**config.mk**
```make
export PLATFORM = sky130hd
export DESIGN_NAME = tqvp_reg_arbiter
export DESIGN_NICKNAME = d
export VERILOG_FILES = /design/src/rtl/tqvp_reg_arbiter.sv
export SDC_FILE = /design/constraint.sdc
export NUM_CORES = 1
export LEC_CHECK = 0
export BUFFER_PORTS_ARGS = -buffer_cell sky130_fd_sc_hd__buf_4
export CAP_MARGIN = 10
export CORE_MARGIN = 2
export CORE_UTILIZATION = 42
export CTS_BUF_LIST = sky130_fd_sc_hd__clkbuf_8
export CTS_CLUSTER_SIZE = 14
export DETAILED_ROUTE_END_ITERATION = 10
export MAX_ROUTING_LAYER = met4
export PLACE_DENSITY = 0.81
export SETUP_SLACK_MARGIN = 0.1
export SLEW_MARGIN = 0
export SYNTH_ARGS = -nofsm -noshare
export SYNTH_HDL_FRONTEND = slang
export SYNTH_SLANG_ARGS = --single-unit
```
**constraint.sdc**
```tcl
create_clock -name clk -period 2.4 [get_ports clk]
set_input_delay 0.24 -clock clk [delete_from_list [all_inputs] [get_ports clk]]
set_output_delay 0.24 -clock clk [all_outputs]
set_load 0.01 [all_outputs]
```
**src/rtl/tqvp_reg_arbiter.sv**
```systemverilog
// tqvp_reg_arbiter: round-robin sharing of one TinyQV peripheral register port between two requesters.
// Define TQVP_ARB_TIMEOUT_EN to abort reads that wait longer than TIMEOUT_CYCLES.
module tqvp_reg_arbiter #(
  parameter int ADDR_W = 6,
  parameter int DATA_W = 32,
  parameter int TIMEOUT_CYCLES = 255
) (
  input  logic              clk,
  input  logic              rst,
  input  logic              req0_start,
  input  logic [ADDR_W-1:0] req0_addr,
  input  logic [DATA_W-1:0] req0_wdata,
  input  logic [1:0]        req0_write_n,
  input  logic [1:0]        req0_read_n,
  output logic              req0_ack,
  output logic              req0_err,
  input  logic              req1_start,
  input  logic [ADDR_W-1:0] req1_addr,
  input  logic [DATA_W-1:0] req1_wdata,
  input  logic [1:0]        req1_write_n,
  input  logic [1:0]        req1_read_n,
  output logic              req1_ack,
  output logic              req1_err,
  output logic [DATA_W-1:0] rdata,
  output logic              busy,
  output logic [ADDR_W-1:0] address,
  output logic [DATA_W-1:0] data_in,
  output logic [1:0]        data_write_n,
  output logic [1:0]        data_read_n,
  input  logic [DATA_W-1:0] data_out,
  input  logic              data_ready
);
  typedef enum logic [1:0] {IDLE, WRITE, READ, RESP} state_t;
  state_t state, state_n;
  logic [1:0] pend, pend_n, start, wcode, wcode_n, rcode, rcode_n, sel_w, sel_r;
  logic last, last_n, gnt, gnt_n, err_q, err_n, sel, tmo;
  logic [ADDR_W-1:0] addr_q, addr_n;
  logic [DATA_W-1:0] wdata_q, wdata_n, rdata_n, masked;
`ifdef TQVP_ARB_TIMEOUT_EN
  localparam int CNT_W = $clog2(TIMEOUT_CYCLES + 1) > 8 ? $clog2(TIMEOUT_CYCLES + 1) : 8;
  logic [CNT_W-1:0] cnt;
  assign tmo = cnt == CNT_W'(TIMEOUT_CYCLES - 1);
  always_ff @(posedge clk or posedge rst)
    if (rst) cnt <= '0;
    else cnt <= (state == READ) ? cnt + 1'b1 : '0;
`else
  logic unused_to;
  assign unused_to = ^TIMEOUT_CYCLES;
  assign tmo = 1'b0;
`endif
  // a requester's start is ignored while it is pending or being served, but accepted in its ack cycle
  assign start[0] = req0_start && !pend[0] && !((state == WRITE || state == READ) && !gnt);
  assign start[1] = req1_start && !pend[1] && !((state == WRITE || state == READ) && gnt);
  assign sel = (pend == 2'b11) ? ~last : pend[1];
  assign sel_w = sel ? req1_write_n : req0_write_n;
  assign sel_r = sel ? req1_read_n : req0_read_n;
  assign masked = rcode == 2'b00 ? {{(DATA_W-8){1'b0}}, data_out[7:0]} :
                  rcode == 2'b01 ? {{(DATA_W-16){1'b0}}, data_out[15:0]} : data_out;
  always_comb begin
    state_n = state;
    pend_n = pend | start;
    last_n = last;
    gnt_n = gnt;
    err_n = err_q;
    wcode_n = wcode;
    rcode_n = rcode;
    addr_n = addr_q;
    wdata_n = wdata_q;
    rdata_n = rdata;
    case (state)
      IDLE: if (|pend) begin
        pend_n[sel] = 1'b0;
        gnt_n = sel;
        last_n = sel;
        addr_n = sel ? req1_addr : req0_addr;
        wdata_n = sel ? req1_wdata : req0_wdata;
        wcode_n = sel_w;
        rcode_n = sel_r;
        rdata_n = '0;
        err_n = (sel_w == 2'b11) == (sel_r == 2'b11);
        state_n = err_n ? RESP : (sel_w != 2'b11 ? WRITE : READ);
      end
      WRITE: state_n = RESP;
      READ: if (data_ready) begin
        rdata_n = masked;
        state_n = RESP;
      end else if (tmo) begin
        err_n = 1'b1;
        state_n = RESP;
      end
      default: state_n = IDLE;
    endcase
  end
  always_ff @(posedge clk or posedge rst)
    if (rst) begin
      state <= IDLE;
      pend <= '0;
      last <= 1'b1;
      gnt <= 1'b0;
      err_q <= 1'b0;
      wcode <= 2'b11;
      rcode <= 2'b11;
      addr_q <= '0;
      wdata_q <= '0;
      rdata <= '0;
    end else begin
      state <= state_n;
      pend <= pend_n;
      last <= last_n;
      gnt <= gnt_n;
      err_q <= err_n;
      wcode <= wcode_n;
      rcode <= rcode_n;
      addr_q <= addr_n;
      wdata_q <= wdata_n;
      rdata <= rdata_n;
    end
  assign busy = state != IDLE;
  assign address = addr_q;
  assign data_in = wdata_q;
  assign data_write_n = state == WRITE ? wcode : 2'b11;
  assign data_read_n = state == READ ? rcode : 2'b11;
  assign req0_ack = state == RESP && !gnt;
  assign req1_ack = state == RESP && gnt;
  assign req0_err = req0_ack && err_q;
  assign req1_err = req1_ack && err_q;
endmodule
```
**Word-level counts from Yosys, hierarchy flattened**

Cells that the tools add are included.

- Order comparisons: 2
- Equal/unequal tests: 11
- Multiplexer cells: 21
- Bitwise gates (word level): 4
- Reduce and logical (&&, ||, !) cells: 25

Operators by type and width:

| kind | count |
|---|---|
| 32-bit 2-to-1 mux | 5 |
| 32-bit one-hot mux with 2 select lines | 1 |
| 2-bit 2-to-1 mux | 10 |
| 1-bit logical AND | 11 |
| 2-bit == test (second input constant) | 5 |
| 6-bit 2-to-1 mux | 1 |
| 2-bit inequality test (second input constant) | 3 |
| 2-bit one-hot mux with 3 select lines | 1 |
| 1-bit logical NOT | 5 |
| 2-bit by 1-bit == test with 1-bit output (second input constant) | 2 |
| 2-bit logical NOT | 2 |
| 2-bit AND reduction | 2 |
| 2-bit nonzero test | 2 |
| 3-bit AND reduction | 1 |
| 2-bit bitwise AND | 1 |
| 1-bit by 2-bit less-than comparator with 1-bit output (second input constant) | 1 |
| 1-bit 2-to-1 mux | 2 |
| 2-bit inverter | 1 |
| 2-bit bitwise OR | 1 |
| 2-bit OR reduction | 1 |
| 1-bit demux with 1-bit select | 1 |
| 1-bit == test | 1 |
| 1-bit >= comparator (second input constant) | 1 |
| 1-bit logical OR | 1 |
| 1-bit inverter | 1 |

- Register bits after elaboration: 81
- Input bits: 121
- Logic and storage cells: 73

**Depth between registers and ports, before layout**

- Depth after elaboration: 10
- Gate-level depth with buffers: 10
- Mapped depth without buffers: 7

**Worst setup path after synthesis**

No wires, ideal clock.

- Kind: reg-to-reg
- Start: register state[0]
- End: register rdata[16]
- Arrival time: 1695 ps
- Data required time: 2275 ps
- Path slack: 580 ps
- Stages on the path, launching flop included: 7
- Path buffers: 1
- Clock period less this slack: 1820 ps
- Path through: dfrtp_1 > inv_1 > ha_1 > nor3b_4 > nor3_4 > buf_6 > mux2_4

- Longest elaborated chain between the ends: 3

RTL lines:

| what | RTL line | source |
|---|---|---|
| from (decl) | 34 | `state_t state, state_n;` |
| from (signal assigned) | 107 | `state <= state_n;` |
| 2-bit == test or 2-bit logical NOT (tied branches) | 70 | `case (state)` |
| 2-bit inequality test (no line) or 2-bit nonzero test (tied branches) | n/a |  |
| 3-bit AND reduction (no line) | n/a |  |
| to (signal assigned) | 116 | `rdata <= rdata_n;` |
| to (decl) | 24 | `output logic [DATA_W-1:0] rdata,` |

Several ways; a longest one is shown, not always the timed one.
A chain may end at the register's enable or synchronous reset.

**Final worst setup path**

- Start: register pend[1]
- End: register state[0]

- Longest elaborated chain between the ends: 8

RTL lines:

| what | RTL line | source |
|---|---|---|
| from (decl) | 35 | `logic [1:0] pend, pend_n, start, wcode, wcode_n, rcode, rcode_n, sel_w, sel_r;` |
| from (signal assigned) | 108 | `pend <= pend_n;` |
| 2-bit == test | 54 | `assign sel = (pend == 2'b11) ? ~last : pend[1];` |
| 1-bit 2-to-1 mux | 54 |  |
| 2-bit 2-to-1 mux (on tied branches) | 55, 56 |  |
| 2-bit inequality test or 2-bit == test (tied branches) | 81, 80 |  |
| 2-bit 2-to-1 mux or 1-bit == test (tied branches) | 81, 80 |  |
| 2-bit 2-to-1 mux | 81 | `state_n = err_n ? RESP : (sel_w != 2'b11 ? WRITE : READ);` |
| 2-bit 2-to-1 mux | 71 | `IDLE: if (\|pend) begin` |
| 2-bit one-hot mux with 3 select lines | 70 |  |

Several ways; a longest one is shown, not always the timed one. The select of a mux whose other input is x is not followed.

==> flow_metrics.env <==
export IMPL_cts_tree="done"
export IMPL_area_delta_synth_final_pct=46.7
export IMPL_fmax_ghz=0.490
export IMPL_portBuffers=199
export IMPL_wirelength_um=10700
export IMPL_via_count=3524
export IMPL_clockBufferDepth=2
export IMPL_post_cts_resized=0
export IMPL_cts_sinks=81
export IMPL_layout_cells_most_common="buf_4"
export IMPL_postCtsSetupRepairBufs=0
export IMPL_ys_warn_count=0
export IMPL_outcome="completed"
export IMPL_syn_avg_cell_area_um2=10.8
export IMPL_r2r_setup_slack_ps=360
export IMPL_first_iter_violations=227
export IMPL_grt_total_usage=0.216
export IMPL_nets=682
export IMPL_irDropWorstVdd_uv=668
export IMPL_arrival_ps=2280
export IMPL_postRouteAntennaNets=0
export IMPL_drc=0
export IMPL_slew_headroom=0.560
export IMPL_drive_above_1_share=0.458
export IMPL_worstHoldPathType="primary input to async pin"
export IMPL_fin_tns_setup_ps=0
export IMPL_diodes=0
export IMPL_rsz0062_at_grt="no"
export IMPL_rows=35
export IMPL_cts_root_buf="clkbuf_8"
export IMPL_hold_viol_final=0
export IMPL_numCtsBuffers=9
export IMPL_mostFrequentLayoutCells="buf_4, dfrtp_1, a21oi_1"
export IMPL_dieArea_um2=10000
export IMPL_initial_utilization=0.425
export IMPL_end_kind="flop"
export IMPL_total_power_mw=7.95
export IMPL_grt_overflow_total=0
export IMPL_die_w_um=100
export IMPL_syn_nets=487
export IMPL_powerDensity_nw_per_um2=1400
export IMPL_maxCapViolCount=0
export IMPL_ctsHtreeMaxLevel=3
export IMPL_worstSetupPathType="flop to flop"
export IMPL_viasPerCell=5.26
export IMPL_syn_cell_area_um2=3870
export IMPL_period_minus_slack_ps=2040
export IMPL_synth_cell_types=34
export IMPL_grt_max_degree=82
export IMPL_worstPathMaxFanout=24
export IMPL_hpwlAfterDp_um=7850
export IMPL_skew_ps=18.6
export IMPL_clk_latency_ps=340
export IMPL_io_pins=200
export IMPL_crit_required_ps=2650
export IMPL_core_area_um2=9110
export IMPL_p_leak_nw=3.01
export IMPL_hold_buffers=0
export IMPL_setup_viol=0
export IMPL_antenna_found_initial=0
export IMPL_drv_slew=0
export IMPL_fin_crit_sh=0.850
export IMPL_wire_per_inst_um=15.9
export IMPL_gp_congestion=0.847
export IMPL_grt_pass1_vias=3384
export IMPL_grt_pass1_wl_um=16700
export IMPL_synth_seq_cells=81
export IMPL_dieHeight_um=100
export IMPL_tightest_slew_ps=658
export IMPL_syn_inst=359
export IMPL_clk_pin_slew_worst_paths_ps=90
export IMPL_ys_seq_area_frac=0.525
export IMPL_start_kind="flop"
export IMPL_firstDrtPassIters=7
[power breakdown]
group          total [mW]  leakage [nW]  internal [mW]  switching, mW
registers            2.61          1.00           2.10          0.514
logic                4.22          1.89           2.12           2.09
clock network        1.12         0.119          0.621          0.499
total                7.95          3.01           4.84           3.11
[cells by family (layout without fill, tap and decap cells)]
| logic type | Yosys count | after routing | synth area share |
|---|---|---|---|
| compound gates | 92 | 92 | 0.165 |
| buf+inv | 41 | 241 | 0.0565 |
| simple gates | 114 | 114 | 0.152 |
| mux | 24 | 24 | 0.0788 |
| flops | 81 | 81 | 0.525 |
| fa+ha+maj | 7 | 7 | 0.0226 |
[cells in the mapped netlist (all sizes together)]
cell type | count | area, um^2
dfrtp | 76 | 1900
nor2b | 1 | 6.26
and2 | 1 | 6.26
dfstp | 5 | 131
clkbuf | 12 | 45.0
nand2b | 5 | 31.3
a31o | 2 | 17.5
mux2 | 16 | 225
nor3b | 1 | 18.8
or3b | 1 | 8.76
or2 | 1 | 6.26
a221o | 21 | 210
nor2 | 25 | 93.8
and2b | 1 | 7.51
ha | 7 | 87.6
buf | 15 | 121
o21a | 2 | 15.0
a21oi | 48 | 240
mux2i | 8 | 80.1
and3 | 41 | 257
a21boi | 1 | 11.3
nor3 | 1 | 16.3
a22o | 8 | 70.1
inv | 14 | 52.6
a31oi | 3 | 18.8
o31ai | 2 | 15.0
or3 | 1 | 6.26
a21bo | 1 | 10.0
o21ai | 4 | 31.3
nand2 | 35 | 131
[cell type report]
type | count | area [um^2]
Clock buffer | 10 | 138
Clock inverter | 6 | 90.1
Fill cell | 744 | 3430
Inverter | 14 | 56.3
Multi-Input combinational cell | 237 | 1630
Sequential cell | 81 | 2030
Tap cell | 111 | 139
Timing Repair Buffer | 211 | 1600
[sequential cells by signal (all words and copies together), names as in the netlist]
signal / flops
state: 2
err_q: 1
pend: 2
wcode: 2
rcode: 2
last: 1
address: 6
data_in: 32
rdata: 32
gnt: 1
[routing by layer]
metal,global-route usage,vias up,part of all wire
li1,-,1656,-
met1,0.277,1701,0.42
met2,0.348,156,0.50
met3,0.0425,11,0.071
met4,0.0717,0,0.011
met5,-,-,0
[critical path: stages (launching register included)]
cell	delay [ps]
dfrtp_1	540
a21bo_2	430
and3_1	280
a31o_2	220
ha_1	190
inv_1	50
a21oi_1	60
o31ai_1	180
[metrics by stage]
step / setup slack, ps / hold slack, ps / util / area, um^2 / instances
3_5_place_dp: 365 / 404 / 0.599 / 5450 / 654
5_1_grt: 201 / 41.4 / 0.624 / 5680 / 670
6_report: 360 / 14.4 / 0.624 / 5680 / 670
2_1_floorplan: 580 / 335 / - / 3880 / 359
4_1_cts: 348 / 19.4 / 0.624 / 5680 / 670
3_3_place_gp: 458 / 396 / 0.599 / 5450 / 654
[worst paths after layout]
kind	start	endpoint	cells after the start
max	pend[1]	state[0]	7
min	rst	rdata[10]	3
max reg2reg	pend[1]	state[0]	7
min reg2reg	wcode[0]	wcode[0]	2
max in group asynchronous	rst	last	3
min in group clk	req0_write_n[1]	wcode[1]	3
Power figures use the tool's default switching activity.
